**config.mk**
```make
export PLATFORM = sky130hd
export DESIGN_NAME = result_drain
export DESIGN_NICKNAME = d
export VERILOG_FILES = /design/src/rtl/result_drain.sv
export SDC_FILE = /design/constraint.sdc
export NUM_CORES = 1
export LEC_CHECK = 0
export ABC_AREA = 1
export CAP_MARGIN = 20
export CORE_UTILIZATION = 52
export DETAILED_ROUTE_END_ITERATION = 7
export PLACE_DENSITY = 0.87
export SLEW_MARGIN = 20
export SYNTH_ARGS = -nofsm -noshare
export SYNTH_HDL_FRONTEND = slang
export SYNTH_SLANG_ARGS = --single-unit
```
**constraint.sdc**
```tcl
create_clock -name clk -period 2.4 [get_ports clk]
set_input_delay 0.36 -clock clk [delete_from_list [all_inputs] [get_ports clk]]
set_output_delay 0.36 -clock clk [all_outputs]
set_load 0.01 [all_outputs]
```
**src/rtl/result_drain.sv**
```systemverilog
// ---------------------------------------------------------------------------
// result_drain
//
// Captures a full set of PE result words in one cycle and streams them out
// one word per accepted handshake, then signals completion. The PE array is
// told to clear its accumulators as soon as the capture has been taken, so
// it can start the next computation while the previous results drain.
//
// Ports
//    clk         : single clock, all state updates on the rising edge
//    reset_n     : asynchronous active-low reset
//    results_in  : flattened PE results, word k at [k*DATA_WIDTH +: DATA_WIDTH]
//    start       : single-cycle capture request (only honoured when idle)
//    out_ready   : downstream accepts the current word
//    out_data    : current output word
//    out_valid   : out_data holds a valid word
//    out_last    : current word is the final one (qualified by out_valid)
//    out_index   : index of the current word
//    pe_clear    : one-cycle pulse, coincident with the first output word
//    busy        : high whenever the drain is not idle
//    done        : one-cycle pulse after the final word is accepted
//    drop_count  : saturating count of start requests ignored while busy
// ---------------------------------------------------------------------------
module result_drain #(
   parameter int DATA_WIDTH = 32,
   parameter int NUM_PE     = 4
) (
   input  logic                           clk,
   input  logic                           reset_n,
   input  logic [NUM_PE*DATA_WIDTH-1:0]   results_in,
   input  logic                           start,
   input  logic                           out_ready,
   output logic [DATA_WIDTH-1:0]          out_data,
   output logic                           out_valid,
   output logic                           out_last,
   output logic [$clog2(NUM_PE)-1:0]      out_index,
   output logic                           pe_clear,
   output logic                           busy,
   output logic                           done,
   output logic [7:0]                     drop_count
);

   localparam int IDX_W = $clog2(NUM_PE);
   localparam logic [IDX_W-1:0] LAST_IDX = IDX_W'(NUM_PE - 1);

   typedef enum logic [1:0] {
      IDLE   = 2'd0,
      STREAM = 2'd1,
      DONE   = 2'd2
   } state_t;

   state_t                 state_q, state_d;
   logic [DATA_WIDTH-1:0]  buffer_q [NUM_PE];
   logic [DATA_WIDTH-1:0]  buffer_d [NUM_PE];
   logic [IDX_W-1:0]       index_q, index_d;
   logic [IDX_W-1:0]       nextIndex;
   logic [DATA_WIDTH-1:0]  outData_q, outData_d;
   logic                   outValid_q, outValid_d;
   logic                   outLast_q, outLast_d;
   logic [IDX_W-1:0]       outIndex_q, outIndex_d;
   logic                   peClear_q, peClear_d;
   logic                   busy_q, busy_d;
   logic                   done_q, done_d;
   logic [7:0]             dropCount_q, dropCount_d;

   assign nextIndex = index_q + IDX_W'(1);

   // Next-state logic. Every output is computed one cycle ahead so that it
   // can be registered; this keeps out_ready and start off any output path.
   // In particular out_data is loaded with the word the index will point to
   // after this edge, rather than being muxed from the buffer afterwards.
   always_comb begin
      state_d     = state_q;
      buffer_d    = buffer_q;
      index_d     = index_q;
      outData_d   = outData_q;
      outValid_d  = outValid_q;
      outLast_d   = outLast_q;
      outIndex_d  = outIndex_q;
      peClear_d   = 1'b0;
      busy_d      = busy_q;
      done_d      = 1'b0;
      dropCount_d = dropCount_q;

      case (state_q)
         IDLE: begin
            busy_d     = 1'b0;
            outValid_d = 1'b0;
            if (start) begin
               for (int k = 0; k < NUM_PE; k++) begin
                  buffer_d[k] = results_in[k*DATA_WIDTH +: DATA_WIDTH];
               end
               index_d    = '0;
               outData_d  = results_in[DATA_WIDTH-1:0];
               outValid_d = 1'b1;
               outLast_d  = 1'b0;
               outIndex_d = '0;
               peClear_d  = 1'b1;
               busy_d     = 1'b1;
               state_d    = STREAM;
            end
         end

         STREAM: begin
            if (start && dropCount_q != 8'hFF) begin
               dropCount_d = dropCount_q + 8'd1;
            end
            if (out_ready) begin
               if (index_q == LAST_IDX) begin
                  index_d    = '0;
                  outData_d  = '0;
                  outValid_d = 1'b0;
                  outLast_d  = 1'b0;
                  outIndex_d = '0;
                  done_d     = 1'b1;
                  state_d    = DONE;
               end else begin
                  index_d    = nextIndex;
                  outData_d  = buffer_q[nextIndex];
                  outIndex_d = nextIndex;
                  outLast_d  = (nextIndex == LAST_IDX);
               end
            end
         end

         DONE: begin
            if (start && dropCount_q != 8'hFF) begin
               dropCount_d = dropCount_q + 8'd1;
            end
            busy_d  = 1'b0;
            state_d = IDLE;
         end

         default: begin
            outValid_d = 1'b0;
            outLast_d  = 1'b0;
            busy_d     = 1'b0;
            state_d    = IDLE;
         end
      endcase
   end

   // State and output registers. Reset wipes the shadow buffer as well so
   // that no stale results survive an abandoned drain.
   always_ff @(posedge clk or negedge reset_n) begin
      if (!reset_n) begin
         state_q <= IDLE;
         for (int k = 0; k < NUM_PE; k++) begin
            buffer_q[k] <= '0;
         end
         index_q     <= '0;
         outData_q   <= '0;
         outValid_q  <= 1'b0;
         outLast_q   <= 1'b0;
         outIndex_q  <= '0;
         peClear_q   <= 1'b0;
         busy_q      <= 1'b0;
         done_q      <= 1'b0;
         dropCount_q <= '0;
      end else begin
         state_q     <= state_d;
         buffer_q    <= buffer_d;
         index_q     <= index_d;
         outData_q   <= outData_d;
         outValid_q  <= outValid_d;
         outLast_q   <= outLast_d;
         outIndex_q  <= outIndex_d;
         peClear_q   <= peClear_d;
         busy_q      <= busy_d;
         done_q      <= done_d;
         dropCount_q <= dropCount_d;
      end
   end

   assign out_data   = outData_q;
   assign out_valid  = outValid_q;
   assign out_last   = outLast_q;
   assign out_index  = outIndex_q;
   assign pe_clear   = peClear_q;
   assign busy       = busy_q;
   assign done       = done_q;
   assign drop_count = dropCount_q;

endmodule

```
==> results.md <==
* Clock buffer depth at 2
* Maxcap violations at 0
* Fin nets at 1430
* Remaining Overflow, GRT at 0
* Lkg Pwr at 0.00544 uW
* Crit Path Category: flop to flop
* F_max at 517 MHz
* PwrDens at 1330 nW/um^2
* CP Cell Sequence: inv_2, ha_1, inv_1, buf_4, nand3_1, nand2_1, nand2_1, a21oi_1
* CP arrival at 2.29 ns
* Final Util at 69.3%
* Cells after synthesis at 1139
* Drt wl/cell at 15.4 um
* Avg Vias per Cell at 5.25
* DRT iter0 DRCs at 657
* Hold Crit Class: input pin to asynchronous set/reset pin
* Vias in the first global route at 7802
* Seq/Total Area, Yosys at 51.8%
* Critical path required time at 2.76 ns
* H-tree depth at 4
* Final Max Tran Viols at 0
* Rel. slew slack at between 40% and 50%
* Worst-Margin Slew at 0.771 ns
* Setup TNS at 0 ns
* Via count at 7979
* Final wirelength at around 23 mm
* Placed cell areas at 10500 um^2
* Peak VDD IR at 0.732 mV
* Final GP Congestion at 0.857
* RSZ-0062 raised after global routing: no
* Critical Path Start Type: flop
* Max Clock Skew at 0.00652 ns
* Final setup fails at 0
* Critical path fanouts, max at 11
* Tcrit/Tclk final at ~81%
* CP Capture Type: flop
* Area Growth Syn to Fin at 29.3%
* Synth Register Bits at 177
* Global-route wire length before repair at between 30 and 40 mm
* CTS root buffer: clkbuf_16
* Antenna violations before repair at 0
* Final hold violations at 0
* Clk_lat worst skew at 0.43 ns
* Dpl ws at about 0.48 ns
* CTS clock-pin slew for the worst setup and hold paths at 0.06 ns
* Row Count at 46
* TritonCTS sink count at approximately 180
* Status: complete, but fails checks
* Syn_area_per_cell at 7.50 um^2
* Initial Util at a little over half
* Ys Warns at 0
* Synth unique cells at 21
* Hold slack at 0.450 ns
* CTS Buf Count at 17
* DRT antenna net count at 0
* GRT Total Usage at between 20% and 30%
* Share of cells above drive strength 1 at ~4.1%
* Crit-path slowest cell: dfrtp_2
* Post-DP HPWL at 15.5 mm
* Drt drc at 10
* Final min period at 1.94 ns
* DRT Pass-1 Iters at 8
* Core area at 15900 um^2
* Syn_nets at 1279
* Die height at 130 um
* Most used cell, CP: nand2_1
* DIE WIDTH at ~130 um
* Setup WS post-layout at roughly 0.46 ns
* CTS tree: yes
* Post-Syn Area at 8540 um^2
* # port buffers at 178
* Cts repair resizes at 0
* Number of I/O pins at 179
* Violated checks: DRC
* Design Area, Final at 11000 um^2
* Largest net degree at the start of global routing at 76
* Die Footprint at 16900 um^2
* Max incr delay on CP at a little under 0.4 ns
## synthesized netlist by cell type
| cell | count | area share [%] |
|---|---|---|
| nand3b_1 | 2 | 0.18 |
| xor2_1 | 1 | 0.10 |
| ha_1 | 8 | 1.2 |
| o21ai_2 | 1 | 0.10 |
| nor2_1 | 72 | 3.2 |
| o21ai_1 | 1 | 0.059 |
| inv_2 | 2 | 0.088 |
| nand2_1 | 362 | 16 |
| nand4_1 | 1 | 0.073 |
| o21ai_0 | 132 | 7.7 |
| inv_1 | 173 | 7.6 |
| buf_1 | 2 | 0.088 |
| nor2_2 | 1 | 0.073 |
| buf_2 | 41 | 2.4 |
| o31ai_1 | 1 | 0.088 |
| dfrtp_1 | 177 | 52 |
| nand3_1 | 68 | 4.0 |
| a21oi_1 | 67 | 3.9 |
| clkbuf_1 | 22 | 0.97 |
| xnor2_1 | 3 | 0.31 |
| nand2_2 | 2 | 0.15 |
## cells in the final DEF (no fill, tap or decap), types with 8 or more instances in the layout
master           netlist  layout
clkbuf_16              0      17
o21ai_0              132     132
dfrtp_1              177     176
nand2_1              362     361
inv_1                173     172
a21oi_1               67      67
nor2_1                72      72
clkdlybuf4s50_1        0     177
ha_1                   8       8
buf_4                  0      13
nand3_1               68      68
## layout make-up
class | count | area, um^2
fill | 1257 | 4900
clock inverter | 6 | 32.5
tap | 216 | 270
inverter | 175 | 659
multi-input combinational | 722 | 3170
antenna | 1 | 2.50
timing repair buffer | 197 | 1990
sequential | 177 | 4430
clock buffer | 25 | 485
## critical path: cells and delay by family (launching register included)
kind	cells	cell delay, ns
fa+ha+maj	1	0.32
compound gates	1	0.14
flops	1	0.39
buf+inv	3	0.66
simple gates	3	0.35
## flip-flops by register name (all words and copies together) (netlist names)
| name | flops |
|---|---|
| done | 1 |
| pe_clear | 1 |
| drop_count | 8 |
| busy | 1 |
| state_q | 2 |
| buffer_q | 128 |
| out_valid | 1 |
| out_last | 1 |
| out_data | 32 |
| out_index | 2 |
## logic make-up after synthesis
logic type / Yosys count / share of synthesized area [%]
adder cells (fa/ha/maj): 8 / 1.17
AND/OR/NAND/NOR: 508 / 23.5
AO/OA/AOI/OAI: 202 / 11.9
XOR/XNOR: 4 / 0.410
buffers and inverters: 240 / 11.1
flip-flops: 177 / 51.8
## path summary, 6_finish.rpt
path | cells after the start | end | slack, ns | start
max reg2reg | 8 | out_data[7] | 0.46 | out_index[0]
max in group asynchronous | 3 | out_index[0] | 1.14 | reset_n
max | 8 | out_data[7] | 0.46 | out_index[0]
min | 2 | buffer_q[7] | 0.45 | reset_n
min in group clk | 2 | buffer_q[124] | 0.49 | buffer_q[124]
min reg2reg | 2 | buffer_q[124] | 0.49 | buffer_q[124]
## per-stage QoR
step,cells,total power [uW]
floorplan,1139,9550
global placement,1486,11800
detailed placement,1486,12100
CTS,1518,14700
global route,1518,15800
finish,1519,14700
## power breakdown
group / switching (uW) / internal (uW) / total [uW]
combinational: 4460 / 2670 / 7140
sequential: 645 / 4410 / 5060
clock: 1110 / 1390 / 2500
total: 6220 / 8480 / 14700
## metal layers
layer	GRT usage, %	share of wire [%]	vias up	wire length [um]
li1	-	-	3790	-
met1	36.5	41	3768	9660
met2	48.7	48	363	11300
met3	5.13	6.7	58	1570
met4	16.0	3.6	0	843
met5	0	0	-	0
## repair_timing
item,in CTS,in global routing
buffers inserted,0,0
endpoints found under the hold margin,50,0
hold buffers,1,0
No activity file was read; power rests on OpenSTA's default activity.
==> variant 1 (same settings) <==
Reset style: synchronous (`reset_n`), changed in one clocked block. Comments in the files are not updated.
--- a/src/rtl/result_drain.sv
+++ b/src/rtl/result_drain.sv
@@ -144,3 +144,3 @@
    // that no stale results survive an abandoned drain.
-   always_ff @(posedge clk or negedge reset_n) begin
+   always_ff @(posedge clk) begin
       if (!reset_n) begin
Function: differs if reset_n is asserted again (counterexample within 4 cycles, from zero or initial values and one cycle with reset_n low); with reset_n held inactive, the same outputs for 4 cycles.
==> variant 1 against the unedited design <==
  * Global-route usage is 0.35 points lower
  * Highest routed layer unchanged
  * Synthesized cell count decreased by 5.7%
  * Wire length is 7.8% lower
  * Sequential share of layout area fell by 5.1 points
  * Critical path depth fell by 6
  * Sequential cell count unchanged
  * Synthesized area fell by 11%
  * Worst setup slack got worse by 21 ps
  * Clock skew grew 2.0 ps
  * Cell area shrank 8.5%
  * Sequential power down 18%
  * Worst hold slack got worse by 82 ps
  * Power shrank 17%
==> variant 1: results <==
[yosys]
yosysUniqueCellTypes = 22
yosysSeqAreaShare = 0.4637
netlist_instances = 1074
synthTopCellsByArea = "dfxtp_1, o21ai_0, a21oi_1, nor2_1, nand2_1"
async_reset_ff_frac = 0
syn-num-nets = 1214
synth_area_sq_mm = 0.007641
synthTopCellsByCount = "o21ai_0, dfxtp_1, nor2_1, a21oi_1, nand2_1"

[routing]
drtIter0Drc = 656
routedWlPerCell_um = 15.37
totalWireLength_um = 21570
first_pass_iters = 5

[cells_and_area]
nets = 1350
drive_above_1_share = 0.05151
clk_share = 0.06547
insertedDiodeCount = 0
multiInputGateArea_sq_mm = 0.003391
nFillCells = 1105
nNonClkInverters = 88

[pwr]
vdd_drop_max_uv = 618.6

[outcome]
outcome = "completed"

[grt]
grt_pass1_wl_um = 34100
grt_max_degree = 139

[timing]
worst_pin_slew_ps = 888.8

[placement]
post_dp_cell_area_sq_mm = 0.009448
dp_hpwl_um = 13350

[worst_setup_path]
crit_arrival_ps = 1600
crit_fanout = 21
## variant 1: final timing paths
kind,from,to,depth (start not counted),slack [ps]
max,out_index[0],out_index[0],2,440
min,reset_n,out_last,3,370
max reg2reg,out_index[0],out_data[8],5,470
min reg2reg,buffer_q[11],buffer_q[11],2,450
## variant 1: layer usage
metal	wire length, um	part of all wire	global-route usage
met3	1904	0.088	0.05304
met5	0	0	0
met1	8895	0.41	0.3710
met2	10290	0.48	0.4850
met4	481	0.022	0.1062
## variant 1: cells by family after synthesis
logic type,Yosys count,share of synthesized area
compound gates,368,0.2410
xor+xnor,1,0.001146
fa+ha+maj,8,0.01310
buf+inv,166,0.09416
flops,177,0.4637
simple gates,354,0.1868
## variant 1: power by group
group	switching (uW)	internal [uW]
registers	381	3780
clock network	1170	1900
logic	3090	1820
## variant 1: worst max-delay path, stage by stage (launching register included)
cell,delay (ps)
dfxtp_2,330
buf_4,250
clkdlybuf4s50_1,590
==> variant 2 (config.mk and constraints unchanged) <==
Made on the original files. `DATA_WIDTH`: 32 -> 40.
--- a/src/rtl/result_drain.sv
+++ b/src/rtl/result_drain.sv
@@ -24,3 +24,3 @@
 module result_drain #(
-   parameter int DATA_WIDTH = 32,
+   parameter int DATA_WIDTH = 40,
    parameter int NUM_PE     = 4
Interface: changed (resized out_data and results_in); port bits go from 179 to 219. No check against the original RTL was run, so the function may have changed too.
==> variant 2 against the unedited design <==
  * Maximum frequency fell by 12%
  * Clock power rose by 43%
  * Wire length rose by 22%
  * Worst hold slack got worse by 52 ps
  * Cell area rose by 23%
  * Sequential share of layout area fell by 0.27 points
  * Power rose by 26%
  * Sequential cell count rose by 40
  * Synthesized area rose by 22%
  * Die area rose by 22%
  * Sequential power rose by 23%
  * Count of clock-buffer cells in the layout rose by 8
  * Worst setup slack got worse by 250 ps
  * Critical endpoint is now out_index[0]
==> variant 2: results <==
[yosys]
yosysSeqAreaShare = 0.5201
yosysUniqueCellTypes = 20
synthTopCellsByArea = "dfrtp_1, nand2_1, o21ai_0, inv_1, nand3_1"
synthTopCellsByCount = "nand2_1, dfrtp_1, inv_1, o21ai_0, nor2_1"
ys_seq_elements = 217

[pwr]
power_density_mw_per_mm2 = 1356
vdd_drop_max_uv = 569.3
leakagePower_uw = 0.006699
clkPwrFrac = 0.193
pwr-share-seq = 0.337

[cells_and_area]
multiInputGateArea_sq_mm = 0.003865
insertedDiodeCount = 0
n_all_buffers = 242
nNonClkInverters = 215
clkbuf_count = 33
nFillCells = 1519
drive_above_1_share = 0.04571
nMultiInputCombCells = 882
buf_share = 0.1785
fin_cells = 1862

[worst_setup_path]
rr_startpoint = "state_q[0]"
crit_end = "out_index[0]"
r2r_cells = 7
reg2reg_slack_ps = 290
cpPeakStageDelay_ps = 610
crit_arrival_ps = 1830
cp_slowest_cell = "clkdlybuf4s50_1"

[grt]
use_met1 = 0.3747
grt_use_total = 0.2815
grtUsageMet3 = 0.03999
first_global_vias = 9461

[placement]
post_dp_cell_area_sq_mm = 0.01286
finalWeightedCongestion = 0.8312

[routing]
first_pass_iters = 6
vias = 9632
drtIter0Drc = 696

[outcome]
outcome = "completed"

[timing]
whs_ps = 398.0

[floorplan]
core_area_sq_mm = 0.01959
==> variant 2: cell count changes after synthesis, moves of 12 or more <==
| cell | delta |
|---|---|
| a21oi_1 | +16 |
| clkbuf_1 | +12 |
| dfrtp_1 | +40 |
| inv_1 | +39 |
| nand2_1 | +80 |
| nand3_1 | +16 |
| nor2_1 | +17 |
| o21ai_0 | +32 |
==> variant 2: kinds of logic (layout without fill, tap and decap cells) <==
group	Yosys count	in the layout	share of synthesized area
AO/OA/AOI/OAI	250	250	0.1204
XOR/XNOR	4	4	0.003356
adder cells (fa/ha/maj)	8	8	0.009587
buffers and inverters	297	498	0.1122
flip-flops	217	217	0.5201
AND/OR/NAND/NOR	620	620	0.2344
==> variant 2: layer usage <==
metal  share of wire  vias up
met2            0.46      458
met5               0        -
met3           0.077       72
li1                -     4636
met1            0.43     4466
met4           0.028        0
==> variant 2: critical path, delay by kind of cell (launching register included) <==
family	cells	cell delay (ps)
flops	1	360
buf+inv	2	970
